### config.mk
export PLATFORM = sky130hd
export DESIGN_NAME = dm_cache_rd
export DESIGN_NICKNAME = d
export VERILOG_FILES = /design/src/rtl/dm_cache_pkg.sv /design/src/rtl/dm_cache_array.sv /design/src/rtl/dm_cache_rd.sv
export SDC_FILE = /design/constraint.sdc
export NUM_CORES = 2
export LEC_CHECK = 0
export CORE_MARGIN = 4
export CORE_UTILIZATION = 55
export CTS_CLUSTER_SIZE = 40
export DETAILED_ROUTE_END_ITERATION = 6
export PLACE_DENSITY = 0.72
export RECOVER_POWER = 100
export SLEW_MARGIN = 0
export SYNTH_ARGS = -nofsm -noshare
export SYNTH_HDL_FRONTEND = slang
export SYNTH_HIERARCHICAL = 1
export SYNTH_SLANG_ARGS = --single-unit
### constraint.sdc
create_clock -name clk -period 4.3 [get_ports clk]
set_input_delay 0.86 -clock clk [delete_from_list [all_inputs] [get_ports clk]]
set_output_delay 0.86 -clock clk [all_outputs]
set_load 0.03 [all_outputs]
### src/rtl/dm_cache_pkg.sv
// dm_cache_pkg: shared state type, width helpers and
// address field extraction for the dm_cache_rd block.
package dm_cache_pkg;

  typedef enum logic [2:0] {
    S_IDLE,
    S_LOOKUP,
    S_MREQ,
    S_REFILL,
    S_RESP
  } dmc_state_t;

  function automatic int boff_w(input int data_w);
    return $clog2(data_w / 8);
  endfunction

  function automatic int woff_w(input int words);
    return $clog2(words);
  endfunction

  function automatic int idx_w(input int sets);
    return $clog2(sets);
  endfunction

  function automatic int tag_w(
    input int addr_w,
    input int data_w,
    input int sets,
    input int words
  );
    return addr_w - idx_w(sets) - woff_w(words)
         - boff_w(data_w);
  endfunction

  // Fields are returned zero-extended to 64 bits;
  // callers slice down to the field width.
  function automatic logic [63:0] field(
    input logic [63:0] a,
    input int          lsb,
    input int          w
  );
    logic [63:0] m;
    m = (64'd1 << w) - 64'd1;
    return (a >> lsb) & m;
  endfunction

  function automatic logic [63:0] get_tag(
    input logic [63:0] a,
    input int          boff,
    input int          woff,
    input int          idxw,
    input int          tagw
  );
    return field(a, boff + woff + idxw, tagw);
  endfunction

  function automatic logic [63:0] get_idx(
    input logic [63:0] a,
    input int          boff,
    input int          woff,
    input int          idxw
  );
    return field(a, boff + woff, idxw);
  endfunction

  function automatic logic [63:0] get_woff(
    input logic [63:0] a,
    input int          boff,
    input int          woff
  );
    return field(a, boff, woff);
  endfunction

endpackage

### src/rtl/dm_cache_array.sv
// dm_cache_array: tag/valid/data storage with a per-word
// write port and a registered read of one whole line.
module dm_cache_array
  import dm_cache_pkg::*;
#(
  parameter int DATA_W = 32,
  parameter int SETS   = 16,
  parameter int WORDS  = 4,
  parameter int TAG_W  = 24,
  localparam int IDX_W  = idx_w(SETS),
  localparam int WOFF_W = woff_w(WORDS)
) (
  input  logic              clk,
  input  logic              rst_n,
  input  logic [IDX_W-1:0]  rd_idx,
  output logic              rd_valid,
  output logic [TAG_W-1:0]  rd_tag,
  output logic [DATA_W-1:0] rd_line [WORDS],
  input  logic              inv,
  input  logic              we,
  input  logic              fill,
  input  logic [IDX_W-1:0]  wr_idx,
  input  logic [WOFF_W-1:0] wr_word,
  input  logic [DATA_W-1:0] wr_data,
  input  logic [TAG_W-1:0]  wr_tag
);

  logic [SETS-1:0]   valid;
  logic [TAG_W-1:0]  tags [SETS];
  logic [DATA_W-1:0] data [SETS][WORDS];

  // Valid bits: cleared on reset, dropped when a refill
  // starts, set once the last word of the line lands.
  always_ff @(posedge clk or negedge rst_n) begin
    if (!rst_n) begin
      valid <= '0;
    end else if (inv) begin
      valid[wr_idx] <= 1'b0;
    end else if (fill) begin
      valid[wr_idx] <= 1'b1;
    end
  end

  // Tag and data RAM; contents are qualified by valid,
  // so they carry no reset.
  always_ff @(posedge clk) begin
    if (we) begin
      data[wr_idx][wr_word] <= wr_data;
    end
    if (fill) begin
      tags[wr_idx] <= wr_tag;
    end
  end

  // Registered read of the addressed line.
  always_ff @(posedge clk or negedge rst_n) begin
    if (!rst_n) begin
      rd_valid <= 1'b0;
      rd_tag   <= '0;
      rd_line  <= '{default: '0};
    end else begin
      rd_valid <= valid[rd_idx];
      rd_tag   <= tags[rd_idx];
      rd_line  <= data[rd_idx];
    end
  end

endmodule

### src/rtl/dm_cache_rd.sv
// dm_cache_rd: read-only direct-mapped cache controller.
// DM_CACHE_STATS_EN enables hit/miss counters.
module dm_cache_rd
  import dm_cache_pkg::*;
#(
  parameter int ADDR_W         = 32,
  parameter int DATA_W         = 32,
  parameter int SETS           = 16,
  parameter int WORDS_PER_LINE = 4
) (
  input  logic              clk,
  input  logic              rst_n,
  input  logic              req_valid,
  output logic              req_ready,
  input  logic [ADDR_W-1:0] req_addr,
  output logic              rsp_valid,
  output logic              rsp_hit,
  output logic [DATA_W-1:0] rsp_data,
  output logic              mem_req_valid,
  input  logic              mem_req_ready,
  output logic [ADDR_W-1:0] mem_req_addr,
  input  logic              mem_rsp_valid,
  input  logic [DATA_W-1:0] mem_rsp_data,
  output logic [31:0]       hit_count,
  output logic [31:0]       miss_count
);

  localparam int BOFF_W = boff_w(DATA_W);
  localparam int WOFF_W = woff_w(WORDS_PER_LINE);
  localparam int IDX_W  = idx_w(SETS);
  localparam int TAG_W  =
    tag_w(ADDR_W, DATA_W, SETS, WORDS_PER_LINE);
  localparam int LOW_W  = WOFF_W + BOFF_W;
  localparam logic [WOFF_W-1:0] LAST = '1;

  dmc_state_t        state;
  logic [ADDR_W-1:0] addr_q;
  logic [WOFF_W-1:0] cnt;

  logic [63:0] f_ridx, f_idx, f_tag, f_woff;
  logic [IDX_W-1:0]  req_idx, lat_idx, rd_idx;
  logic [TAG_W-1:0]  lat_tag;
  logic [WOFF_W-1:0] lat_woff;
  logic              unused_hi;

  logic              rd_valid;
  logic [TAG_W-1:0]  rd_tag;
  logic [DATA_W-1:0] rd_line [WORDS_PER_LINE];
  logic              hit, inv, we, fill;

  assign f_ridx = get_idx(64'(req_addr),
                          BOFF_W, WOFF_W, IDX_W);
  assign f_idx  = get_idx(64'(addr_q),
                          BOFF_W, WOFF_W, IDX_W);
  assign f_tag  = get_tag(64'(addr_q),
                          BOFF_W, WOFF_W, IDX_W, TAG_W);
  assign f_woff = get_woff(64'(addr_q),
                           BOFF_W, WOFF_W);

  assign req_idx  = f_ridx[IDX_W-1:0];
  assign lat_idx  = f_idx[IDX_W-1:0];
  assign lat_tag  = f_tag[TAG_W-1:0];
  assign lat_woff = f_woff[WOFF_W-1:0];
  assign unused_hi = ^{f_ridx[63:IDX_W],
                       f_idx[63:IDX_W],
                       f_tag[63:TAG_W],
                       f_woff[63:WOFF_W]};

  // In IDLE the array reads the incoming index so the
  // line is ready for the tag compare in LOOKUP.
  assign rd_idx = (state == S_IDLE) ? req_idx : lat_idx;

  assign hit  = rd_valid && (rd_tag == lat_tag);
  assign inv  = (state == S_LOOKUP) && !hit;
  assign we   = (state == S_REFILL) && mem_rsp_valid;
  assign fill = we && (cnt == LAST);

  assign req_ready     = (state == S_IDLE);
  assign rsp_valid     = (state == S_RESP);
  assign mem_req_valid = (state == S_MREQ);

  dm_cache_array #(
    .DATA_W (DATA_W),
    .SETS   (SETS),
    .WORDS  (WORDS_PER_LINE),
    .TAG_W  (TAG_W)
  ) u_array (
    .clk      (clk),
    .rst_n    (rst_n),
    .rd_idx   (rd_idx),
    .rd_valid (rd_valid),
    .rd_tag   (rd_tag),
    .rd_line  (rd_line),
    .inv      (inv),
    .we       (we),
    .fill     (fill),
    .wr_idx   (lat_idx),
    .wr_word  (cnt),
    .wr_data  (mem_rsp_data),
    .wr_tag   (lat_tag)
  );

  // Controller FSM with address latch, beat counter
  // and response registers.
  always_ff @(posedge clk or negedge rst_n) begin
    if (!rst_n) begin
      state        <= S_IDLE;
      addr_q       <= '0;
      cnt          <= '0;
      mem_req_addr <= '0;
      rsp_hit      <= 1'b0;
      rsp_data     <= '0;
    end else begin
      unique case (state)
        S_IDLE: begin
          if (req_valid) begin
            addr_q <= req_addr;
            state  <= S_LOOKUP;
          end
        end
        S_LOOKUP: begin
          if (hit) begin
            rsp_hit  <= 1'b1;
            rsp_data <= rd_line[lat_woff];
            state    <= S_RESP;
          end else begin
            mem_req_addr <= {lat_tag, lat_idx,
                             {LOW_W{1'b0}}};
            state        <= S_MREQ;
          end
        end
        S_MREQ: begin
          if (mem_req_ready) begin
            cnt   <= '0;
            state <= S_REFILL;
          end
        end
        S_REFILL: begin
          if (mem_rsp_valid) begin
            cnt <= cnt + 1'b1;
            if (cnt == lat_woff) begin
              rsp_data <= mem_rsp_data;
            end
            if (cnt == LAST) begin
              rsp_hit <= 1'b0;
              state   <= S_RESP;
            end
          end
        end
        S_RESP: begin
          state <= S_IDLE;
        end
        default: begin
          state <= S_IDLE;
        end
      endcase
    end
  end

`ifdef DM_CACHE_STATS_EN
  // Saturating hit/miss counters, stepped once per
  // response.
  always_ff @(posedge clk or negedge rst_n) begin
    if (!rst_n) begin
      hit_count  <= '0;
      miss_count <= '0;
    end else if (state == S_RESP) begin
      if (rsp_hit) begin
        if (hit_count != 32'hFFFF_FFFF) begin
          hit_count <= hit_count + 32'd1;
        end
      end else begin
        if (miss_count != 32'hFFFF_FFFF) begin
          miss_count <= miss_count + 32'd1;
        end
      end
    end
  end
`else
  assign hit_count  = '0;
  assign miss_count = '0;
`endif

endmodule
# After elaboration in Yosys (flattened, before gate mapping)
# Memory sizes are Yosys's and may differ from the RTL's. A register that Yosys moved wholly into a read port is not among the register bits.
# Cells that the tools add are included.
word_totals:
  wordCells: 88
  mem_count: 2
  ff_bits: 115
  out_inout_bits: 132
  ram_bits: 2432
  inputBits: 69
op_classes:
  bitwise: 6
  n_mux: 33
  n_addsub: 1
  n_reduce_logical: 19
  n_eq_ne: 13
  magnitude_cmp: 6
mem_list:
  columns: ["name", "depth", "word_bits", "read_ports", "rd_clocked_by_memory_dff", "write_ports", "line_no", "rtl"]
  rows:
  - ["u_array.data", 16, 128, 1, 1, 1, "dm_cache_array.sv:30", "logic [DATA_W-1:0] data [SETS][WORDS];"]
  - ["u_array.tags", 16, 24, 1, 1, 1, "dm_cache_array.sv:29", "logic [TAG_W-1:0] tags [SETS];"]
op_table:
  columns: ["cell", "count"]
  rows:
  - ["$mux W32", 6]
  - ["$mux W128", 1]
  - ["$bmux W32 S2", 1]
  - ["$demux W32 S2", 1]
  - ["$pmux W32 S2", 1]
  - ["$mux W16", 2]
  - ["$eq A24 B24 Y1", 1]
  - ["$and A16 B16 Y16", 1]
  - ["$not A16 Y16", 1]
  - ["$or A16 B16 Y16", 1]
  - ["$mux W3", 5]
  - ["$pmux W3 S4", 1]
  - ["$reduce_and A4 Y1", 3]
  - ["$lt A4 B5 Y1 const B", 2]
  - ["$mux W1", 8]
  - ["$eq A3 B2 Y1 const B", 2]
  - ["$ge A3 B3 Y1 const B", 2]
  - ["$logic_and A1 B1 Y1", 6]
  - ["$ne A2 B1 Y1 const B", 3]
  - ["$ne A2 B2 Y1 const B", 3]
  - ["$not A2 Y3", 2]
  - ["$reduce_bool A2 Y1", 3]
  - ["$bmux W1 S4", 1]
  - ["$demux W1 S4", 1]
  - ["other kinds (16)", 20]

# Longest topological paths before layout
logic_depth:
  depth_word: 7
  depth_mapped: 12
  depth_no_buf: 6

# Modules after synthesis
# The synthesis kept the hierarchy.
by_module_without_submodules:
  columns: ["module", "instances", "area_each_um2", "seq_area_each_um2", "cells_per_inst"]
  rows:
  - ["dm_cache_array", 1, 96618.9, 77259.1, 3897]
  - ["dm_cache_rd", 1, 5810.6, 2402.3, 478]

# Worst setup path before layout
# Ideal clock, no wire load.
synth_path:
  path_kind: "in2reg"
  from: "in mem_rsp_valid"
  to: "mem u_array/data[11][100] (netlist bit), enable pin"
  arrival_ps: 3308
  t_required_ps: 3879
  n_path_buf: 3
  cell_stages: 6
  setup_ps: 421
  setup_slack_ps: 571
  cell_sequence: "and2_0 buf_2 or3b_2 clkbuf_1 clkbuf_1 nor2_1"
synth_via:
  elab_chain_cells: 3
synth_lines:
  columns: ["item", "line_no", "rtl"]
  rows:
  - ["start, declared", "dm_cache_rd.sv:22", "input logic mem_rsp_valid,"]
  - ["$logic_and A1 B1 Y1", "dm_cache_rd.sv:75", "assign we = (state == S_REFILL) && mem_rsp_valid;"]
  - ["named net we", "dm_cache_rd.sv:49", "logic hit, inv, we, fill;"]
  - ["$mux W1", "dm_cache_array.sv:47", "if (we) begin"]
  - ["$mux W128 (not written as such)", "dm_cache_array.sv:48", "data[wr_idx][wr_word] <= wr_data;"]
  - ["end, declared", "dm_cache_array.sv:30", null]
# The timed path passes the listed nets, and every way through them passes these cells.

# Worst setup path in the final report
layout_path:
  from: "reg addr_q[5]"
  to: "mem u_array/data[6][11] (netlist bit), enable pin"
layout_rtl:
  columns: ["item", "line_no", "rtl"]
  rows:
  - ["start, declared", "dm_cache_rd.sv:37", "logic [ADDR_W-1:0] addr_q;"]
  - ["start signal, assigned", "dm_cache_rd.sv:117", "addr_q <= req_addr;"]
# Straight into the memory's write port.

==> results.py <==
metrics = {
    "floorplanning": {
        "start_util_pct": 55.30,
        "die_x_um": 439.6,
        "top_level_port_count": 201,
        "floorplan.rows": 158,
        "design.core.area_mm2": 0.1852,
        "die_h_um": 439.6,
        "die_outline_area_mm2": 0.1932,
    },
    "run_status": {
        "failed_checks": "capacitance limit, slew limit",
        "status": "complete, but fails checks",
    },
    "sta": {
        "final-max-slew-violation-count": 1852,
        "period_minus_slack_ns": 3.811,
        "hold_slack_ns": 0.4838,
        "worst-slew-pin-transition_ns": 3.005,
        "worst_clock_skew_ns": 0.09176,
        "final_layout_setup_total_negative_slack_ns": 0,
        "grt_setup_unrepaired": "false",
        "period_share_pct": 88.62,
        "max_freq_ghz": 0.2624,
        "timing.final.setup_violations": 0,
        "relSlewSlack_pct": -100.3,
        "timing.final.hold_violations": 0,
    },
    "hold_path": {
        "min_delay_worst_type": "reg2reg",
        "hold_path_startpoint": "rsp_data[2]",
        "min_path_cells": 1,
        "holdPathEnd": "rsp_data[2]",
    },
    "worst_setup_path": {
        "worst-setup-path-type": "reg2reg",
        "delay_of_the_slowest_cell_on_the_worst_path_ns": 1.02,
        "critPathSlowestCell": "clkbuf_2",
        "reg2reg_depth": 4,
        "rrSetupSlack_ns": 0.49,
        "r2r_start": "addr_q[5]",
        "critPathMaxFanout": 27,
        "cp-start-kind": "flip-flop",
        "arrival_ns": 4.32,
        "cp.buffers_inverters": 1,
        "timing.critical_path.max_delay_family": "simple AND/OR/NAND/NOR gates",
        "end_of_the_worst_register_to_register_path": "u_array/data[6][11]",
        "endpoint_kind": "flip-flop",
        "worst_ep_required_time_ns": 4.81,
        "worstPathCellList": "nor2b_1, nand2_1, nor2_1, clkbuf_2",
    },
    "synthesis": {
        "synth-adder-area-share_pct": 0.01222,
        "synth_mux_area_share_pct": 17.85,
        "synthXorXnorAreaFrac_pct": 0.2223,
        "synth.avg_cell_area_um2": 23.41,
        "synth_top_family_by_area": "multiplexers",
        "synth-edff-count": 2432,
        "count_of_mapped_cells_out_of_synthesis": 4375,
        "synth_top_cell_by_area": "edfxtp_1",
        "largest_cells_by_area_after_synthesis": "edfxtp_1 (71%), mux4_2 (16%), dfrtp_1 (6.5%)",
        "synthArstFlopShare_pct": 9.826,
        "synth-compound-area-share_pct": 1.003,
        "synthesis.area_mm2": 0.1024,
        "synth.yosys.warnings": 6,
        "yosysTopAreaCellShare_pct": 71.30,
        "post_synth_and_or_nand_nor_area_fraction_pct": 1.362,
        "yosysSeqAreaShare_pct": 77.77,
        "seq_cells_post_synth": 2697,
        "synth-main-ff-cell": "edfxtp_1",
        "synth.lib_cells_used.distinct": 47,
    },
    "grt": {
        "global_route_usage_sum_pct": 25.63,
        "global_route.overflow_total": 0,
        "grt_start_max_net_pins": 93,
        "wire_length_of_the_first_global_routing_pass_um": 353000,
        "number_of_antenna_violations_at_the_first_check_in_global_routing": 16,
        "first_global_vias": 48930,
    },
    "clock_network": {
        "clk_root_buffer_cell": "clkbuf_16",
        "clock_tree_from_tritoncts": "yes",
        "cts_max_level": 5,
        "numClockSinks": 2697,
        "insertion_delay_ns": 0.95,
        "path_clk_slew_ns": 0.06,
        "cts-buffers-inserted": 282,
        "cts_buffer_depth": 4,
        "cts_setup_buffers": 0,
    },
    "cells_and_area": {
        "most_common_cell_after_layout_fill_and_taps_aside": "edfxtp_1",
        "layout-area-overhead-vs-synth_pct": 13.19,
        "layout-drive-gt1-share_pct": 27.68,
        "layout_common_cells": "edfxtp_1 (2432), mux4_2 (725), clkbuf_16 (288), dfrtp_1 (263), clkbuf_1 (139)",
        "final_nets": 4849,
    },
    "placed_design": {
        "placement.io_buffers": 130,
        "hpwlAfterDp_um": 130300,
        "gpl.final_weighted_congestion": 0.8150,
    },
    "power_and_ir_drop": {
        "final_power_mw": 79.00,
        "power_leakage_nw": 37.34,
        "p_per_area_mw_per_mm2": 681.4,
        "irDropWorstVdd_uv": 526.3,
    },
    "routing": {
        "drt_drc_violations_left": 0,
        "drt-pass1-iter-count": 5,
        "detailroute.via_count": 47940,
        "avgRoutedWirePerCell_um": 32.61,
        "routed_via_density": 6.419,
        "number_of_violations_reported_at_the_end_of_detailed_routing_iteration_0": 5928,
        "drt.antenna.violating_nets": 0,
        "finalWirelength_um": 243500,
    },
    "flow_run": {
        "cap_violations": 40,
    },
}
worst register-to-register path, delay by kind of cell, from the launching register on:
kind	cells	cell delay, ns
AND/OR/NAND/NOR	3	1.73
flip-flops	1	0.67
buffers and inverters	1	1.02
report_power, final:
part | total [mW] | leakage [nW] | switching, mW | internal [mW]
Clock | 23.5 | 4.31 | 9.60 | 13.9
Sequential | 32.8 | 25.0 | 1.86 | 30.9
Combinational | 22.7 | 8.01 | 11.7 | 11.0
Total | 79.0 | 37.3 | 23.2 | 55.8
state kept, by name (all words and copies together), names as in the netlist, named ones only:
name,flops
state,3
rsp_data,32
u_array/tags,384
addr_q,30
u_array/rd_tag,24
u_array/rd_valid,1
mem_req_addr,28
u_array/rd_line,128
u_array/data,2048
rsp_hit,1
cnt,2
worst max path at each step:
stage	cells past startpoint	slack, ns	endpoint	from
detailed placement	8	0.60	u_array/rd_tag[8]	req_addr[4]
finish	4	0.49	u_array/data[6][11]	addr_q[5]
CTS	2	0.73	mem_req_valid	state[1]
global route	3	0.36	async pin	rst_n
floorplan	6	0.57	u_array/data[11][100]	mem_rsp_valid
global placement	6	0.60	u_array/rd_tag[21]	req_addr[4]
final cells by class:
type / count / area [µm²]
diodes: 6 / 15.01
clock buffers: 369 / 7671
clock inverters: 118 / 1174
fillers: 12120 / 69290
inverters: 4 / 22.52
multi-input cells: 1445 / 21330
flip-flops and latches: 2697 / 79660
well taps: 2480 / 3103
repair buffers: 349 / 2963
per-layer routing:
layer / global-route usage, % / share of wire, % / up-vias
li1: - / - / 19030
met1: 36.50 / 38 / 25890
met2: 41.12 / 49 / 2615
met3: 4.993 / 9.6 / 407
met4: 7.571 / 2.9 / 2
met5: 0 / 0.0053 / -
timing repair:
action / 4_1_cts / 5_1_grt
hold buffers: 1 / 0
resized for setup: 0 / 0
endpoints found under the hold margin: 3 / 0
logic make-up (layout without fill, tap and decap cells):
family	count (synthesis)	after routing
adder cells (fa/ha/maj)	1	1
XOR/XNOR	26	26
AO/OA/AOI/OAI	152	152
other	1	74
AND/OR/NAND/NOR	301	301
multiplexers	897	897
buffers and inverters	300	840
flip-flops	2697	2697
stage by stage:
| step | util (%) | instances | instance area, µm² | worst slack [ns] |
|---|---|---|---|---|
| 6_report | 62.59 | 7468 | 115900 | 0.4893 |
| 3_5_place_dp | 58.44 | 6974 | 108200 | 0.5978 |
| 2_1_floorplan | - | 4442 | 102700 | 0.5711 |
| 3_3_place_gp | 58.44 | 6974 | 108200 | 0.6038 |
| 4_1_cts | 63.22 | 7462 | 117100 | 0.7254 |
| 5_1_grt | 62.59 | 7465 | 115900 | 0.3585 |
Yosys cell counts (2+ instances only):
cell type,count
mux4_2,725
and3_1,13
clkbuf_8,3
buf_6,22
nor2b_1,54
buf_1,27
a31oi_1,3
xnor2_1,26
nor3b_1,2
a21oi_1,56
a211oi_1,48
mux2_4,30
nand3b_1,2
buf_2,57
o22ai_1,8
mux2i_1,77
nand2_1,125
mux2_2,65
dfrtp_1,265
o221ai_1,16
buf_4,114
nor3_1,5
a2bb2oi_1,7
inv_2,2
nand4_1,6
edfxtp_1,2432
o22a_1,9
nand3_1,11
and2_1,7
clkbuf_1,73
nor2_1,69
Note: power is estimated with default switching activity, not from simulation.
